**src/rtl/fetch_sched.sv**
```systemverilog
// Fetch scheduler: branch-wait / redirect / GPU-stall FSM driving fetch stall and redirect controls.
// All outputs registered; one-cycle latency from inputs. No backpressure; inputs sampled every cycle.
module fetch_sched #(
    parameter int PC_WIDTH      = 16,
    parameter int GPU_CNT_WIDTH = 4,
    parameter int BR_TIMEOUT    = 8
) (
    input  logic                I_CLOCK,
    input  logic                I_RESET,
    input  logic                I_BranchDecoded,
    input  logic                I_BranchResolved,
    input  logic                I_BranchTaken,
    input  logic [PC_WIDTH-1:0] I_BranchTarget,
    input  logic                I_DepHazard,
    input  logic                I_GPUReq,
    input  logic [GPU_CNT_WIDTH-1:0] I_GPUCycles,
    output logic                O_BranchStallSignal,
    output logic                O_DepStallSignal,
    output logic                O_GPUStallSignal,
    output logic                O_BranchAddrSelect,
    output logic [PC_WIDTH-1:0] O_BranchPC,
    output logic [1:0]          O_State,
    output logic [15:0]         O_StallCount,
    output logic                O_Timeout
);

    typedef enum logic [1:0] {
        RUN       = 2'd0,
        BR_WAIT   = 2'd1,
        REDIRECT  = 2'd2,
        GPU_STALL = 2'd3
    } state_t;

    localparam logic [7:0] BR_LAST = 8'(BR_TIMEOUT - 1);

    state_t                    r_state;
    logic [7:0]                r_br_cnt;
    logic [GPU_CNT_WIDTH-1:0]  r_gpu_cnt;
    logic                      r_pending;
    logic                      r_bstall;
    logic                      r_dstall;
    logic                      r_gstall;
    logic                      r_addr_sel;
    logic [PC_WIDTH-1:0]       r_pc;
    logic [15:0]               r_stall_cnt;
    logic                      r_timeout;

    state_t                    w_state_nxt;
    logic [7:0]                w_br_cnt_nxt;
    logic [GPU_CNT_WIDTH-1:0]  w_gpu_cnt_nxt;
    logic                      w_pending_nxt;
    logic [PC_WIDTH-1:0]       w_pc_nxt;
    logic                      w_timeout_nxt;
    logic                      w_any_stall;

    always_comb begin
        w_state_nxt   = r_state;
        w_br_cnt_nxt  = r_br_cnt;
        w_gpu_cnt_nxt = r_gpu_cnt;
        w_pending_nxt = r_pending;
        w_pc_nxt      = r_pc;
        w_timeout_nxt = r_timeout;
        case (r_state)
            RUN: begin
                if (I_GPUReq) begin
                    w_state_nxt   = GPU_STALL;
                    w_gpu_cnt_nxt = (I_GPUCycles == '0) ? GPU_CNT_WIDTH'(1) : I_GPUCycles;
                    w_pending_nxt = I_BranchDecoded;
                end else if (I_BranchDecoded) begin
                    w_state_nxt  = BR_WAIT;
                    w_br_cnt_nxt = '0;
                end
            end
            BR_WAIT: begin
                w_br_cnt_nxt = r_br_cnt + 8'd1;
                // Resolution on the final wait cycle takes precedence over timeout.
                if (I_BranchResolved && I_BranchTaken) begin
                    w_pc_nxt    = I_BranchTarget;
                    w_state_nxt = REDIRECT;
                end else if (I_BranchResolved) begin
                    w_state_nxt = RUN;
                end else if (r_br_cnt >= BR_LAST) begin
                    w_state_nxt   = RUN;
                    w_timeout_nxt = 1'b1;
                end
            end
            REDIRECT: begin
                w_state_nxt = RUN;
            end
            GPU_STALL: begin
                w_gpu_cnt_nxt = r_gpu_cnt - GPU_CNT_WIDTH'(1);
                if (r_gpu_cnt <= GPU_CNT_WIDTH'(1)) begin
                    w_gpu_cnt_nxt = '0;
                    if (r_pending) begin
                        w_state_nxt   = BR_WAIT;
                        w_br_cnt_nxt  = '0;
                        w_pending_nxt = 1'b0;
                    end else begin
                        w_state_nxt = RUN;
                    end
                end
            end
            default: w_state_nxt = RUN;
        endcase
    end

    assign w_any_stall = r_bstall | r_dstall | r_gstall;

    always_ff @(posedge I_CLOCK) begin
        if (I_RESET) begin
            r_state     <= RUN;
            r_br_cnt    <= '0;
            r_gpu_cnt   <= '0;
            r_pending   <= 1'b0;
            r_bstall    <= 1'b0;
            r_dstall    <= 1'b0;
            r_gstall    <= 1'b0;
            r_addr_sel  <= 1'b0;
            r_pc        <= '0;
            r_stall_cnt <= '0;
            r_timeout   <= 1'b0;
        end else begin
            r_state    <= w_state_nxt;
            r_br_cnt   <= w_br_cnt_nxt;
            r_gpu_cnt  <= w_gpu_cnt_nxt;
            r_pending  <= w_pending_nxt;
            r_pc       <= w_pc_nxt;
            r_timeout  <= w_timeout_nxt;
            // Outputs decode the next state so they line up with O_State.
            r_bstall   <= (w_state_nxt == BR_WAIT) || (w_state_nxt == GPU_STALL);
            r_gstall   <= (w_state_nxt == GPU_STALL);
            r_addr_sel <= (w_state_nxt == REDIRECT);
            r_dstall   <= I_DepHazard && (w_state_nxt != REDIRECT);
            if (w_any_stall && (r_stall_cnt != 16'hFFFF)) begin
                r_stall_cnt <= r_stall_cnt + 16'd1;
            end
        end
    end

    assign O_BranchStallSignal = r_bstall;
    assign O_DepStallSignal    = r_dstall;
    assign O_GPUStallSignal    = r_gstall;
    assign O_BranchAddrSelect  = r_addr_sel;
    assign O_BranchPC          = r_pc;
    assign O_State             = r_state;
    assign O_StallCount        = r_stall_cnt;
    assign O_Timeout           = r_timeout;

endmodule

```
**config.mk**
```make
export PLATFORM = sky130hd
export DESIGN_NAME = fetch_sched
export DESIGN_NICKNAME = d
export VERILOG_FILES = /design/src/rtl/fetch_sched.sv
export SDC_FILE = /design/constraint.sdc
export NUM_CORES = 1
export LEC_CHECK = 0
export CORE_AREA = 4 4 80 82
export DETAILED_ROUTE_END_ITERATION = 8
export DIE_AREA = 0 0 84 86
export PLACE_DENSITY = 0.75
export SLEW_MARGIN = 5
export SYNTH_ARGS = -nofsm -noshare
export SYNTH_HDL_FRONTEND = slang
export SYNTH_SLANG_ARGS = --single-unit
```
**constraint.sdc**
```tcl
create_clock -name I_CLOCK -period 1.8 [get_ports I_CLOCK]
set_input_delay 0.27 -clock I_CLOCK [delete_from_list [all_inputs] [get_ports I_CLOCK]]
set_output_delay 0.27 -clock I_CLOCK [all_outputs]
set_load 0.03 [all_outputs]
```
# Yosys cells after proc, flatten, opt, wreduce, memory -nomap -nowiden
# Index checks and enable logic that the tools add are counted.
# word_totals
register_bits	52
inputBits	27
output_inout_bits	39
word_cells	66
# op_classes
add_sub_neg	3
order_cmp	2
eq_ne	13
mux	20
n_bitwise	4
n_reduce_logical	13
# op_table
op	n
$mux 8	4
$pmux 8 s3	1
$add 16x1->16 const B	1
$ne 16x16->1 const B	1
$mux 2	6
$mux 4	3
$ne 2x2->1 const B	6
$add 8x1->8 const B	1
$eq 2x2->1 const B	4
$ge 8x3->1 const B	1
$pmux 2 s4	1
$pmux 4 s2	1
$reduce_and 5->1	1
$eq 2x1->1 const B	2
$le 4x1->1 const B	1
$logic_not 4->1	1
$reduce_and 2->1	2
$reduce_and 4->1	1
$sub 4x1->4 const B	1
$logic_and 1x1->1	3
$mux 1	3
$reduce_and 3->1	1
$reduce_bool 3->1	1
$logic_not 2->1	1
other kinds (5)	7

# Longest topological paths before layout
# depth
ltp_word	7
ltp_mapped	7

# Worst setup path before layout
# OpenSTA, ideal clock, no wires.
# synth_path
kind	reg-to-reg
from	register r_stall_cnt[0], in the netlist O_StallCount[0]
to	register r_stall_cnt[14], in the netlist O_StallCount[14]
setup_time_ns	0.070
arrival_time_ns	1.951
required_ns	1.730
setup_slack_ns	-0.222
path_stages_with_launch	6
cell_sequence	dfxtp_1 > ha_1 > nand3_1 > or4_4 > or4_1 > a21oi_1
# synth_via
elab_chain_cells	2
# synth_lines
item	line_no	text
from (decl)	45	logic [15:0] r_stall_cnt;
from (signal assigned)	135	r_stall_cnt <= r_stall_cnt + 16'd1;
branches (longest 2 deep; another with $add 16x1->16)	-	
# Parallel ways; which one is timed is not known.
# A chain may end at the register's enable or synchronous reset.

# Final worst setup path
# layout_path
from	register r_stall_cnt[9], in the netlist O_StallCount[9]
to	register r_stall_cnt[14], in the netlist O_StallCount[14]
# The elaborated chain is that of the path after synthesis.

==> results.sh <==
export IMPL_status="finished, final reports clean"
export IMPL_synth_cell_type_count=44
export IMPL_dieArea_um2=7224
export IMPL_clock_latency_ps=300
export IMPL_worst_ep_arrival_time_ps=2000
export IMPL_hold_path_class="reg2reg"
export IMPL_p_leak_nw=1.275
export IMPL_critPathLaunchType="flip-flop"
export IMPL_dr_pass1_iters=4
export IMPL_drc=0
export IMPL_cp_required_ps=2030
export IMPL_cts_tree="done"
export IMPL_syn_inst=289
export IMPL_wl_um=5954
export IMPL_fin_crit_sh_pct=98.65
export IMPL_cts_sinks=51
export IMPL_crit_path_end_kind="flip-flop"
export IMPL_final_common_cell="clkdlybuf4s50_1"
export IMPL_startpoint="O_StallCount[9]"
export IMPL_drv_slew=0
export IMPL_gp_congestion=0.8148
export IMPL_hold_ws_ps=456.7
export IMPL_drt_iter0_markers=109
export IMPL_ioPinCount=66
export IMPL_synth_async_reset_ratio_pct=0
export IMPL_grt_usage_pct=16.60
export IMPL_p_int_w=0.001802
export IMPL_antenna_left=0
export IMPL_vias_per_cell=5.298
export IMPL_timing_reg2reg_setup_slack_ps=20
export IMPL_p_sw_share_pct=27.79
export IMPL_worst_pin_slew_ps=771.9
export IMPL_grt_start_max_net_pins=46
export IMPL_dp_hpwl_um=4355
export IMPL_synth_compound_area_share_pct=19.95
export IMPL_cts_max_level=2
export IMPL_layout_common_cells="clkdlybuf4s50_1 (61), nand2_1 (49), dfxtp_1 (40), a21oi_1 (34), buf_4 (24)"
export IMPL_grt_overflow_total=0
export IMPL_ys_warn_count=0
export IMPL_antenna_found_initial=0
export IMPL_critPathMaxFanout=5
export IMPL_rsz0062_at_grt="true"
export IMPL_fillers=524
export IMPL_grt_pass1_wl_um=9963
export IMPL_p_comb_share_pct=19.9
export IMPL_synthMuxAreaShare_pct=4.697
export IMPL_ir_drop_uv=524.9
export IMPL_cts_root_buf="clkbuf_8"
export IMPL_synth_ff_type="dfxtp_1"
export IMPL_setup_violations=0
export IMPL_skew_ps=7.313
export IMPL_synth_seq_cells=51
export IMPL_numCtsBuffers=5
export IMPL_drv_cap=0
export IMPL_area_delta_synth_final_pct=43.85
export IMPL_synthAdderAreaFrac_pct=2.111
export IMPL_cts_buffer_depth=2
export IMPL_insertedDiodeCount=0
export IMPL_hold_viol=0
export IMPL_synth_seq_area_share_pct=43.06
export IMPL_synth_simple_area_share_pct=26.28
export IMPL_syn_nets=320
export IMPL_io_buffers=65
export IMPL_critical_path_class="reg2reg"
export IMPL_wl_per_cell_um=13.35
export IMPL_grt_pass1_vias=2178
export IMPL_holdBufCountCts=0
export IMPL_hold_start="O_BranchPC[1]"
export IMPL_period_minus_slack_ps=1776
export IMPL_core_area_um2=5746
export IMPL_num_vias=2363
export IMPL_rr_startpoint="O_StallCount[9]"
export IMPL_clk_pin_slew_ps=90
export IMPL_die_h_um=86
export IMPL_p_sw_w=0.0006934
export IMPL_post_route_util_pct=59.36
export IMPL_pwr_share_clk_pct=31.2
export IMPL_rows=28
export IMPL_die_width_um=84
export IMPL_syn_area_um2=2371
export IMPL_synth_xor_area_share_pct=0.3694
export IMPL_slew_headroom_pct=48.54
export IMPL_initial_core_util_pct=41.27
export IMPL_final_net_count=401
export IMPL_avgSynthCellArea_um2=8.204
export IMPL_synth_top_family_by_area="simple AND/OR/NAND/NOR gates"
export IMPL_drive_gt1_share_pct=16.44
export IMPL_fmax_mhz=563.1
export IMPL_p_per_area_nw_per_um2=731.7
export IMPL_seqPwrFrac_pct=48.9
export IMPL_synth_edf_count=0
-- worst max-delay path, stage by stage (launching register included) --
cell and delay, ps:
dfxtp_4 380, nand4_2 140, or4_4 560, or4_1 470, a21oi_1 150
-- cell usage after synthesis (all sizes together), types with 2 or more instances --
cell type	n	share of area (%)
nor3	8	1.9
dfxtp	51	43
clkbuf	12	1.9
nor3b	2	0.63
nand3	7	1.5
nand4	6	1.8
or4	5	1.7
a21oi	34	7.2
ha	4	2.1
a31oi	3	0.79
o21a	3	0.95
nand2	49	7.8
mux2	9	4.3
and2	2	0.53
a311oi	4	1.5
buf	3	0.69
o21ai	9	1.9
o31ai	7	2.2
and3	4	1.1
a211oi	6	1.9
inv	6	0.95
nand2b	5	1.3
or3	4	1.1
nor2	21	3.3
a2bb2oi	2	0.74
nor2b	10	2.6
-- power by group through the flow --
stage                     clock network (W)  registers (W)  logic (W)
final                              0.000778        0.00122   0.000497
after global placement                    0        0.00124   0.000487
after detailed placement                  0        0.00125   0.000493
after global routing               0.000857        0.00123   0.000539
after floorplan                           0        0.00130   0.000231
after CTS                          0.000806        0.00122   0.000499
-- metal layers --
layer,global-route usage [%],vias to the layer above,wire length [µm]
li1,-,1198,-
met1,20.11,1094,2570
met4,5.848,0,74
met3,5.860,4,464
met5,0,-,0
met2,27.40,67,2845
-- cell families (layout without fill, tap and decap cells) --
group                      Yosys count  after routing
AOI/OAI and AO/OA                   76             76
xor gates and xnor gates             1              1
adders and majority gates            4              4
buffers and inverters               21            103
DFF                                 51             51
muxes                               10             10
and+or+nand+nor                    126            126
-- sequential cells by signal, indices dropped and copies added (netlist names) --
signal               cells
O_BranchStallSignal      1
r_gpu_cnt                4
r_br_cnt                 8
O_StallCount            16
O_BranchAddrSelect       1
O_Timeout                1
r_pending                1
O_BranchPC              16
O_State                  1
O_DepStallSignal         1
O_GPUStallSignal         1
-- path summary, 6_finish.rpt --
path	end	depth (start not counted)
worst max-delay path	O_StallCount[14]	4
worst min-delay path	O_BranchPC[1]	2
worst max register to register	O_StallCount[14]	4
worst min register to register	O_BranchPC[1]	2
-- cell type report --
cell class	count	area, µm²	area share (%)
multi-input cells	217	1308	38.33
flip-flops and latches	51	1045	30.63
repair buffers	89	829.5	24.32
clock buffers	7	107.6	3.155
well taps	75	93.84	2.751
inverters	6	22.52	0.6603
clock inverters	1	5.005	0.1467
-- metrics by stage --
stage	cells	power [W]	cell area, µm²	setup WS, ps	setup TNS, ps
floorplan	289	0.001532	2397	-46.59	-71.11
global placement	436	0.001730	3239	8.542	0
detailed placement	436	0.001739	3239	-64.75	-110.3
CTS	444	0.002528	3379	5.835	0
global route	446	0.002626	3411	-42.57	-42.57
finish	446	0.002496	3411	24.24	0
-- timing repair --
action	in CTS	in global routing
pin swaps	0	1
endpoints found under the setup margin	2	6
setup buffers	0	2
gates resized for setup	5	7
Note: power is estimated with default switching activity, not from simulation.
